$ cat config.mk
export PLATFORM = sky130hd
export DESIGN_NAME = uart_chan_mux
export DESIGN_NICKNAME = d
export VERILOG_FILES = /design/src/rtl/uart_chan_mux_pkg.sv /design/src/rtl/uart_chan_mux_rr_arbiter.sv /design/src/rtl/uart_chan_mux.sv
export SDC_FILE = /design/constraint.sdc
export NUM_CORES = 1
export LEC_CHECK = 0
export ABC_CLOCK_PERIOD_IN_PS = 4400
export CORE_UTILIZATION = 46
export DETAILED_ROUTE_END_ITERATION = 10
export PLACE_DENSITY = 0.82
export RECOVER_POWER = 25
export SYNTH_ARGS = -nofsm -noshare
export SYNTH_HDL_FRONTEND = slang
export SYNTH_SLANG_ARGS = --single-unit
$ cat constraint.sdc
create_clock -name clock -period 4.4 [get_ports clock]
set_input_delay 0.66 -clock clock [delete_from_list [all_inputs] [get_ports clock]]
set_output_delay 0.66 -clock clock [all_outputs]
set_load 0.01 [all_outputs]
$ cat src/rtl/uart_chan_mux_pkg.sv
// Shared types and frame-field constants for the UART channel multiplexer.
// Frame on the wire: {ID_BYTE_PAD, id}, LEN (payload bytes minus 1), payload.
package uart_chan_mux_pkg;

  localparam int MAX_CLIENTS = 16;
  localparam int ID_FIELD_W  = 4;
  localparam int LEN_W       = 8;
  localparam int BYTE_W      = 8;
  localparam logic [BYTE_W-ID_FIELD_W-1:0] ID_BYTE_PAD = 4'h0;

  typedef enum logic [1:0] {T_IDLE, T_ID, T_LEN, T_DATA} tx_state_e;
  typedef enum logic [1:0] {R_ID, R_LEN, R_DATA} rx_state_e;

  function automatic logic [BYTE_W-1:0] id_byte(input logic [ID_FIELD_W-1:0] id);
    return {ID_BYTE_PAD, id};
  endfunction

endpackage

$ cat src/rtl/uart_chan_mux_rr_arbiter.sv
// Round-robin pick: first requester at or after ptr_i, searching cyclically.
// Purely combinational, zero latency; the pointer register lives in the parent.
module rr_arbiter #(
  parameter int NCLIENTS = 4,
  parameter int IDW      = $clog2(NCLIENTS)
) (
  input  logic [NCLIENTS-1:0] req_i,
  input  logic [IDW-1:0]      ptr_i,
  output logic [NCLIENTS-1:0] gnt_oh_o,
  output logic [IDW-1:0]      gnt_idx_o,
  output logic                any_o
);

  int             idx;
  logic [IDW-1:0] cand;

  always_comb begin
    gnt_oh_o  = '0;
    gnt_idx_o = '0;
    any_o     = 1'b0;
    idx       = 0;
    cand      = '0;
    for (int off = 0; off < NCLIENTS; off++) begin
      idx  = (int'(ptr_i) + off) % NCLIENTS;
      cand = IDW'(idx);
      if (!any_o && req_i[cand]) begin
        any_o           = 1'b1;
        gnt_oh_o[cand]  = 1'b1;
        gnt_idx_o       = cand;
      end
    end
  end

endmodule

$ cat src/rtl/uart_chan_mux.sv
// Muxes NCLIENTS byte streams onto one UART channel pair using ID/LEN-prefixed frames.
// TX grant costs one idle cycle per frame; payload bytes pass through combinationally both ways.
module uart_chan_mux
  import uart_chan_mux_pkg::*;
#(
  parameter int NCLIENTS   = 4,
  parameter int DATA_WIDTH = 8,
  parameter int IDW        = $clog2(NCLIENTS)
) (
  input  logic                           clock,
  input  logic                           reset,
  input  logic [NCLIENTS-1:0]            cl_tx_valid,
  output logic [NCLIENTS-1:0]            cl_tx_ready,
  input  logic [NCLIENTS*DATA_WIDTH-1:0] cl_tx_bits,
  input  logic [NCLIENTS*DATA_WIDTH-1:0] cl_tx_len,
  output logic [NCLIENTS-1:0]            cl_rx_valid,
  input  logic [NCLIENTS-1:0]            cl_rx_ready,
  output logic [DATA_WIDTH-1:0]          cl_rx_bits,
  output logic                           serial_out_valid,
  input  logic                           serial_out_ready,
  output logic [DATA_WIDTH-1:0]          serial_out_bits,
  input  logic                           serial_in_valid,
  output logic                           serial_in_ready,
  input  logic [DATA_WIDTH-1:0]          serial_in_bits
);

  logic [DATA_WIDTH-1:0] tx_byte [NCLIENTS];
  logic [DATA_WIDTH-1:0] tx_len  [NCLIENTS];

  for (genvar i = 0; i < NCLIENTS; i++) begin : g_unpack
    assign tx_byte[i] = cl_tx_bits[i*DATA_WIDTH +: DATA_WIDTH];
    assign tx_len[i]  = cl_tx_len[i*DATA_WIDTH +: DATA_WIDTH];
  end

  // ---------------- TX ----------------
  tx_state_e             tx_state_q, tx_state_d;
  logic [IDW-1:0]        gnt_q, gnt_d;
  logic [IDW-1:0]        rr_ptr_q, rr_ptr_d;
  logic [LEN_W-1:0]      cnt_q, cnt_d;
  logic [NCLIENTS-1:0]   arb_oh;
  logic [IDW-1:0]        arb_idx;
  logic                  arb_any;
  logic [DATA_WIDTH-1:0] len_sel;

  rr_arbiter #(.NCLIENTS(NCLIENTS), .IDW(IDW)) u_arb (
    .req_i    (cl_tx_valid),
    .ptr_i    (rr_ptr_q),
    .gnt_oh_o (arb_oh),
    .gnt_idx_o(arb_idx),
    .any_o    (arb_any)
  );

  always_comb begin
    len_sel = '0;
    for (int i = 0; i < NCLIENTS; i++) begin
      len_sel = len_sel | (tx_len[i] & {DATA_WIDTH{arb_oh[i]}});
    end
  end

  always_comb begin
    tx_state_d       = tx_state_q;
    gnt_d            = gnt_q;
    rr_ptr_d         = rr_ptr_q;
    cnt_d            = cnt_q;
    serial_out_valid = 1'b0;
    serial_out_bits  = '0;
    cl_tx_ready      = '0;
    case (tx_state_q)
      T_IDLE: begin
        if (arb_any) begin
          gnt_d      = arb_idx;
          cnt_d      = len_sel;
          tx_state_d = T_ID;
        end
      end
      T_ID: begin
        serial_out_valid = 1'b1;
        serial_out_bits  = id_byte(ID_FIELD_W'(gnt_q));
        if (serial_out_ready) tx_state_d = T_LEN;
      end
      T_LEN: begin
        serial_out_valid = 1'b1;
        serial_out_bits  = cnt_q;
        if (serial_out_ready) tx_state_d = T_DATA;
      end
      T_DATA: begin
        // Grant is held until the last payload byte, even if the client stalls.
        serial_out_valid   = cl_tx_valid[gnt_q];
        serial_out_bits    = tx_byte[gnt_q];
        cl_tx_ready[gnt_q] = serial_out_ready;
        if (cl_tx_valid[gnt_q] && serial_out_ready) begin
          if (cnt_q == '0) begin
            rr_ptr_d   = (gnt_q == IDW'(NCLIENTS-1)) ? '0 : gnt_q + 1'b1;
            tx_state_d = T_IDLE;
          end else begin
            cnt_d = cnt_q - 1'b1;
          end
        end
      end
      default: tx_state_d = T_IDLE;
    endcase
  end

  always_ff @(posedge clock or negedge reset) begin
    if (!reset) begin
      tx_state_q <= T_IDLE;
      gnt_q      <= '0;
      rr_ptr_q   <= '0;
      cnt_q      <= '0;
    end else begin
      tx_state_q <= tx_state_d;
      gnt_q      <= gnt_d;
      rr_ptr_q   <= rr_ptr_d;
      cnt_q      <= cnt_d;
    end
  end

  // ---------------- RX ----------------
  rx_state_e        rx_state_q, rx_state_d;
  logic [IDW-1:0]   sel_q, sel_d;
  logic             drop_q, drop_d;
  logic [LEN_W-1:0] cnt_rx_q, cnt_rx_d;
  logic             rx_hs;

  assign cl_rx_bits = serial_in_bits;
  assign rx_hs      = serial_in_valid && serial_in_ready;

  always_comb begin
    rx_state_d      = rx_state_q;
    sel_d           = sel_q;
    drop_d          = drop_q;
    cnt_rx_d        = cnt_rx_q;
    serial_in_ready = 1'b0;
    cl_rx_valid     = '0;
    case (rx_state_q)
      R_ID: begin
        serial_in_ready = reset;
        if (rx_hs) begin
          sel_d      = serial_in_bits[IDW-1:0];
          drop_d     = (serial_in_bits >= DATA_WIDTH'(NCLIENTS));
          rx_state_d = R_LEN;
        end
      end
      R_LEN: begin
        serial_in_ready = 1'b1;
        if (rx_hs) begin
          cnt_rx_d   = serial_in_bits;
          rx_state_d = R_DATA;
        end
      end
      R_DATA: begin
        // Frames for a nonexistent client are swallowed at full rate.
        if (drop_q) begin
          serial_in_ready = 1'b1;
        end else begin
          cl_rx_valid[sel_q] = serial_in_valid;
          serial_in_ready    = cl_rx_ready[sel_q];
        end
        if (rx_hs) begin
          if (cnt_rx_q == '0) rx_state_d = R_ID;
          else                cnt_rx_d   = cnt_rx_q - 1'b1;
        end
      end
      default: rx_state_d = R_ID;
    endcase
  end

  always_ff @(posedge clock or negedge reset) begin
    if (!reset) begin
      rx_state_q <= R_ID;
      sel_q      <= '0;
      drop_q     <= 1'b0;
      cnt_rx_q   <= '0;
    end else begin
      rx_state_q <= rx_state_d;
      sel_q      <= sel_d;
      drop_q     <= drop_d;
      cnt_rx_q   <= cnt_rx_d;
    end
  end

endmodule

==> summary.md <==
| Metric | Value |
|---|---|
| DR vias/cell | 6.184 |
| Cells after synthesis | 374 |
| Setup_tns | 0 ps |
| Largest net degree at the start of global routing | 31 |
| Port-buffer cells | 109 |
| Placed cell area | 0.004084 mm2 |
| CTS Hold Buffers Added | 0 |
| Post-CTS setup buffers | 0 |
| RR Endpoint | cnt_q[5] |
| Vias | 3,302 |
| Area grow syn2layout | 35.54% |
| Final clock skew | 4.335 ps |
| Die X | 83.42 um |
| Share of cells above drive strength 1 | 6.783% |
| Worst-skew pair later-pin latency | 280 ps |
| Achievable Freq | 285.0 MHz |
| Clock Sinks | 27 |
| Min Tclk post-route | 3509 ps |
| Worst hold path class | register to register |
| Total GRT Usage | 25.24% |
| First-pass GRT wire length | 14,690 um |
| Post-Layout Inst Area | 0.004133 mm2 |
| Data arrival, critical path | 3640 ps |
| Top cell type by total area after synthesis | dfrtp_1 |
| Period utilization | 79.75% |
| Max IR drop VDD | 0.0002939 V |
| Initial core utilization | 47.75% |
| HP Start | rx_state_q[1] |
| Status | completed |
| Power, Total | 1.854 mW |
| Number of inserted diodes | 0 |
| Die area | 0.006958 mm2 |
| Setup crit start kind | register |
| CTS tree | built |
| Unrepaired setup endpoints after global routing | false |
| Number of global-route vias before repair | 3,164 |
| Syn Nets | 477 |
| Final RePlAce weighted congestion | 0.8827 |
| Post-Syn Area | 0.003049 mm2 |
| Crit end category | register |
| Worst Reg-to-Reg Cells | 7 |
| Initial antenna violation count | 0 |
| Mean Syn Cell Area | 8.153 um2 |
| Num rows | 29 |
| Most common cell in the netlist | nor2_1 |
| Distinct cells, synth | 57 |
| Synthesized flop and latch total | 27 |
| Die height | 83.42 um |
| Synth cell count leaders | nor2_1, o21ai_0, dfrtp_1 |
| Final Hold Fails | 0 |
| First-pass detailed-route iteration total | 5 |
| Primary FF master, synth | dfrtp_1 |
| Startpoint of the worst-slack reg-to-reg timing path | rr_ptr_q[1] |
| Synth top area share | 22.16% |
| Worst Tran Pin Value | 902.4 ps |
| Hold Path Depth | 1 |
| Worst Path Required | 4530 ps |
| Crit path max fanout | 13 |
| Synth warn | 0 |
| Leakage | 1.614 nW |
| Drc violations | 0 |
| Ports | 110 |
| Net count, final | 561 |
| Slew margin rel. | 39.73% |
| Clock slew at reported path FFs | 100 ps |
| ANT nets after route | 0 |
| Finish-stage setup viols | 0 |
| Core Area | 0.006386 mm2 |
| Number of synthesized flops with an enable pin | 0 |
| Sequential share of the synthesized area | 22.16% |
| CTS buffer count | 3 |
| Congestion Overflow GR | 0 |
| Asr flop ratio synth | 100.0% |
| Root buffer cell | clkbuf_8 |
| Clock buffer depth | 2 |
| Post-Route WL | 8665 um |
| DP HPWL | 6842 um |
| DRT iter0 DRCs | 273 |
| Largest cells by area after synthesis | dfrtp_1, mux4_2, ha_1 |
| H-tree depth | 1 |
| Post-CTS sizing | 0 |
| Critical path type | register to register |
| Fillers | 567 |
| Power per cell area | 448.5 mW/mm2 |
| Slew Limit Fails | 0 |
| Hold EP | rx_state_q[0] |
| Flop2flop setup slack | 890 ps |
| Max-Cap Viols | 0 |
| WL per Instance | 16.23 um |
-- per-stage QoR --
step | hold WS (ps) | util [%] | worst slack (ps) | std cells
3_5_place_dp | 507.0 | 63.95 | 801.3 | 530
2_1_floorplan | 364.4 | - | 1017 | 374
6_report | 518.7 | 64.71 | 891.1 | 534
5_1_grt | 559.2 | 64.71 | 765.9 | 534
3_3_place_gp | 498.9 | 63.95 | 900.2 | 530
4_1_cts | 524.7 | 64.71 | 920.4 | 534
-- power breakdown --
part           internal [mW]  total [mW]  switching [mW]
clock network         0.0645       0.149          0.0850
logic                  0.587        1.17           0.585
registers              0.359       0.532           0.173
total                   1.01        1.85           0.843
-- logic make-up (layout without fill, tap and decap cells) --
| group | Yosys count | in the layout | synth area share [%] |
|---|---|---|---|
| compound gates | 126 | 126 | 28.48 |
| simple gates | 123 | 123 | 19.86 |
| buf+inv | 55 | 138 | 8.330 |
| flops | 27 | 27 | 22.16 |
| mux | 23 | 23 | 13.09 |
| fa+ha+maj | 19 | 19 | 7.797 |
| xor+xnor | 1 | 1 | 0.2873 |
-- worst max path at each step --
stage | start | endpoint | slack (ps) | depth (start not counted)
3_3_place_gp | cl_tx_valid[2] | cnt_q[7] | 900 | 7
3_5_place_dp | cl_tx_valid[2] | cnt_q[7] | 800 | 7
5_1_grt | rr_ptr_q[1] | cnt_q[5] | 770 | 7
2_1_floorplan | rr_ptr_q[0] | cnt_q[7] | 1020 | 10
6_report | rr_ptr_q[1] | cnt_q[5] | 890 | 7
4_1_cts | rr_ptr_q[1] | cnt_q[5] | 920 | 7
-- sequential cells by signal, indices dropped and copies added (netlist names) --
signal / count
cnt_q: 8
cnt_rx_q: 8
drop_q: 1
gnt_q: 2
rr_ptr_q: 2
rx_state_q: 2
sel_q: 2
tx_state_q: 2
-- cell usage in the layout, fill, tap and decap left out, types with 2 or more instances in the layout --
cell             netlist  layout
nor2b_1                2       2
or4_1                  2       2
and3_1                 9       9
o21bai_1               2       2
a222oi_1               8       8
nand2b_1               7       7
o21a_1                 2       2
nor2_1                43      43
nor3_1                 6       6
mux2_2                 5       5
clkbuf_8               0       3
and2_1                 5       5
o21ai_0               29      29
a311o_1                2       2
o22ai_1                6       6
a31o_2                 2       2
nor4b_1                2       2
nor3b_1                3       3
o211ai_1               3       3
a31oi_1                7       7
mux4_2                13      13
a221oi_1               6       6
a211oi_1               3       3
a21oi_1               21      21
o31ai_1                2       2
buf_4                  8       2
nand3_1                7       7
a22oi_1               14      14
mux2i_1                5       5
nand3b_1               2       2
a22o_1                 3       3
clkdlybuf4s50_1        0     108
dfrtp_1               27      27
nand2_1               26      26
a2111oi_0              2       2
inv_1                 23      23
a32oi_1                4       4
ha_1                  19      19
nor4_1                 4       4
-- critical path, cell delays in order, from the launching register on --
cell and delay, ps:
dfrtp_1 620, inv_1 230, ha_1 480, mux4_2 640, a221o_1 470, a311o_1 340
a2111oi_0 420, a221oi_1 160
-- metal layers --
metal | global-route usage, % | share of wire, % | vias up
li1 | - | - | 1582
met4 | 5.547 | 1.6 | 0
met5 | 0 | 0 | -
met2 | 48.73 | 55 | 108
met3 | 2.684 | 4.0 | 14
met1 | 29.82 | 40 | 1598
-- final cells by class --
cell class                      count  area [um2]  area share (%)
Tap cell                           77       96.34           2.331
Multi-Input combinational cell    292        2120           51.29
Clock buffer                        3       41.29          0.9991
Timing Repair Buffer              111        1106           26.76
Sequential cell                    27       675.6           16.35
Clock inverter                      1       7.507          0.1817
Inverter                           23       86.33           2.089
(Power assumes the default switching activity.)
==> edit (same flow settings) <==
Make the reset (`reset`) synchronous in 2 clocked blocks.
--- a/src/rtl/uart_chan_mux.sv
+++ b/src/rtl/uart_chan_mux.sv
@@ -102,5 +102,5 @@
   end
 
-  always_ff @(posedge clock or negedge reset) begin
+  always_ff @(posedge clock) begin
     if (!reset) begin
       tx_state_q <= T_IDLE;
@@ -166,5 +166,5 @@
   end
 
-  always_ff @(posedge clock or negedge reset) begin
+  always_ff @(posedge clock) begin
     if (!reset) begin
       rx_state_q <= R_ID;
Check against the original RTL: differs if reset is asserted again (counterexample within 4 cycles, from zero or initial values and one cycle with reset low); with reset held inactive, the same outputs for 4 cycles.
==> edit against the original RTL <==
Cell count is 4.5% higher. Worst hold slack worse by 0.030 ns. Count of clock-buffer cells in the layout stayed put. Design area is 2.9% higher. First-iteration DRC count is 30% higher. Area after synthesis is 4.6% higher. Worst setup slack better by 0.088 ns. Routed wire length is 15% higher. Sequential cell count stayed put. Power is 29% lower. Largest power group unchanged.
==> edit: results (changes against the original RTL) <==
Synth
  – Top post-synthesis cells by count: nor2_1 (46), nand2_1 (28), dfxtp_1 (27)
  – Area contributors post-synth: dfxtp_1 (17%), mux4_2 (7.8%), ha_1 (7.5%)
  – Synthesized Nets: 503 (+5.5%)
  – Cells after Synth: 400 (+7.0%)
  – Post-synth cell types: 70 (+23%)
  – Asr flop ratio synth: 0% (-100 points)

Setup path
  – CP Max Fanout: 20 (+7)
  – CP peak stage delay: 0.79 ns (+0.15 ns)
  – Slowest CP cell: dfxtp_1
  – Worst Setup SP: rr_ptr_q[0]
  – Worst EP arrival: 3.56 ns (-0.08 ns)

Detailed routing
  – DR vias: 3609 (+9.3%)
  – First-pass iteration count of the detailed router: 9 (+4)
  – Final wirelength: 9.979 mm (+15%)
  – Metal-1 WL: 4.264 mm (+24%)
  – Detail Route met3 WL: 865 um (+150%)

Min path
  – Hold depth: 2 (+1)
  – Hold Startpoint: cnt_rx_q[1]

Placed design
  – Dpl hpwl: 7.631 mm (+12%)
  – Placement Setup Slack: 1.041 ns (+0.2396 ns)

GRT
  – Routing usage on met2: 44.87% (-3.9 points)
  – Vias in the first global route: 3365 (+6.4%)
  – Gr usage total: 27.08% (+1.8 points)
  – Largest net degree at the start of global routing: 24 (-23%)
  – GR Util met3: 4.475% (+1.8 points)
  – First-pass GRT wire length: 16.05 mm (+9.3%)

STA
  – Worst-margin pin slew: 1.011 ns (+0.1088 ns)

Status
  – Outcome: completed

Power and ir drop
  – Sw Pwr: 574.1 uW (-32%)

Final layout
  – Layout cell share with drive strength beyond 1: 8.732% (+1.9 points)
  – Final #Nets: 585 (+4.3%)
edit: cell types whose count changed after synthesis, sizes merged, moves of 5 or more:
| cell | delta |
|---|---|
| nor2 | +5 |
| dfrtp | -27 |
| clkbuf | -8 |
| mux2i | +7 |
| o22ai | +5 |
| o21ai | -11 |
| dfxtp | +27 |
| buf | +8 |
edit: logic make-up after synthesis:
family	after synthesis	share of synthesized area (%)
AO/OA/AOI/OAI	137	33.11
AND/OR/NAND/NOR	133	21.22
XOR/XNOR	1	0.2747
buffers and inverters	57	8.395
multiplexers	26	12.59
flip-flops	27	16.95
adder cells (fa/ha/maj)	19	7.454
edit: worst paths after layout:
path | endpoint | slack, ns
hold reg to reg | cnt_rx_q[1] | 0.49
setup reg to reg | cnt_q[6] | 0.98
hold / removal | cnt_rx_q[1] | 0.49
setup / recovery | cnt_q[6] | 0.98
edit: layout make-up:
class	count	area, um^2
clock buffer	3	41.29
clock inverter	1	5.005
fill	548	2278
inverter	24	90.09
multi-input combinational	316	2381
sequential	27	540.5
tap	77	96.34
timing repair buffer	110	1099
edit: power by group through the flow:
stage	Sequential (mW)	Combinational, mW	Clock (mW)
final	0.396	0.779	0.146
after global routing	0.408	0.846	0.158
after CTS	0.394	0.769	0.147
after detailed placement	0.399	0.764	0
after global placement	0.396	0.756	0
after floorplan	0.351	0.557	0
edit: through the flow:
step | total power, mW | util, % | instance area (um^2)
6_report | 1.321 | 65.11 | 4253
5_1_grt | 1.411 | 65.11 | 4253
4_1_cts | 1.311 | 65.11 | 4253
3_5_place_dp | 1.163 | 64.41 | 4207
3_3_place_gp | 1.152 | 64.41 | 4207
2_1_floorplan | 0.9080 | - | 3189
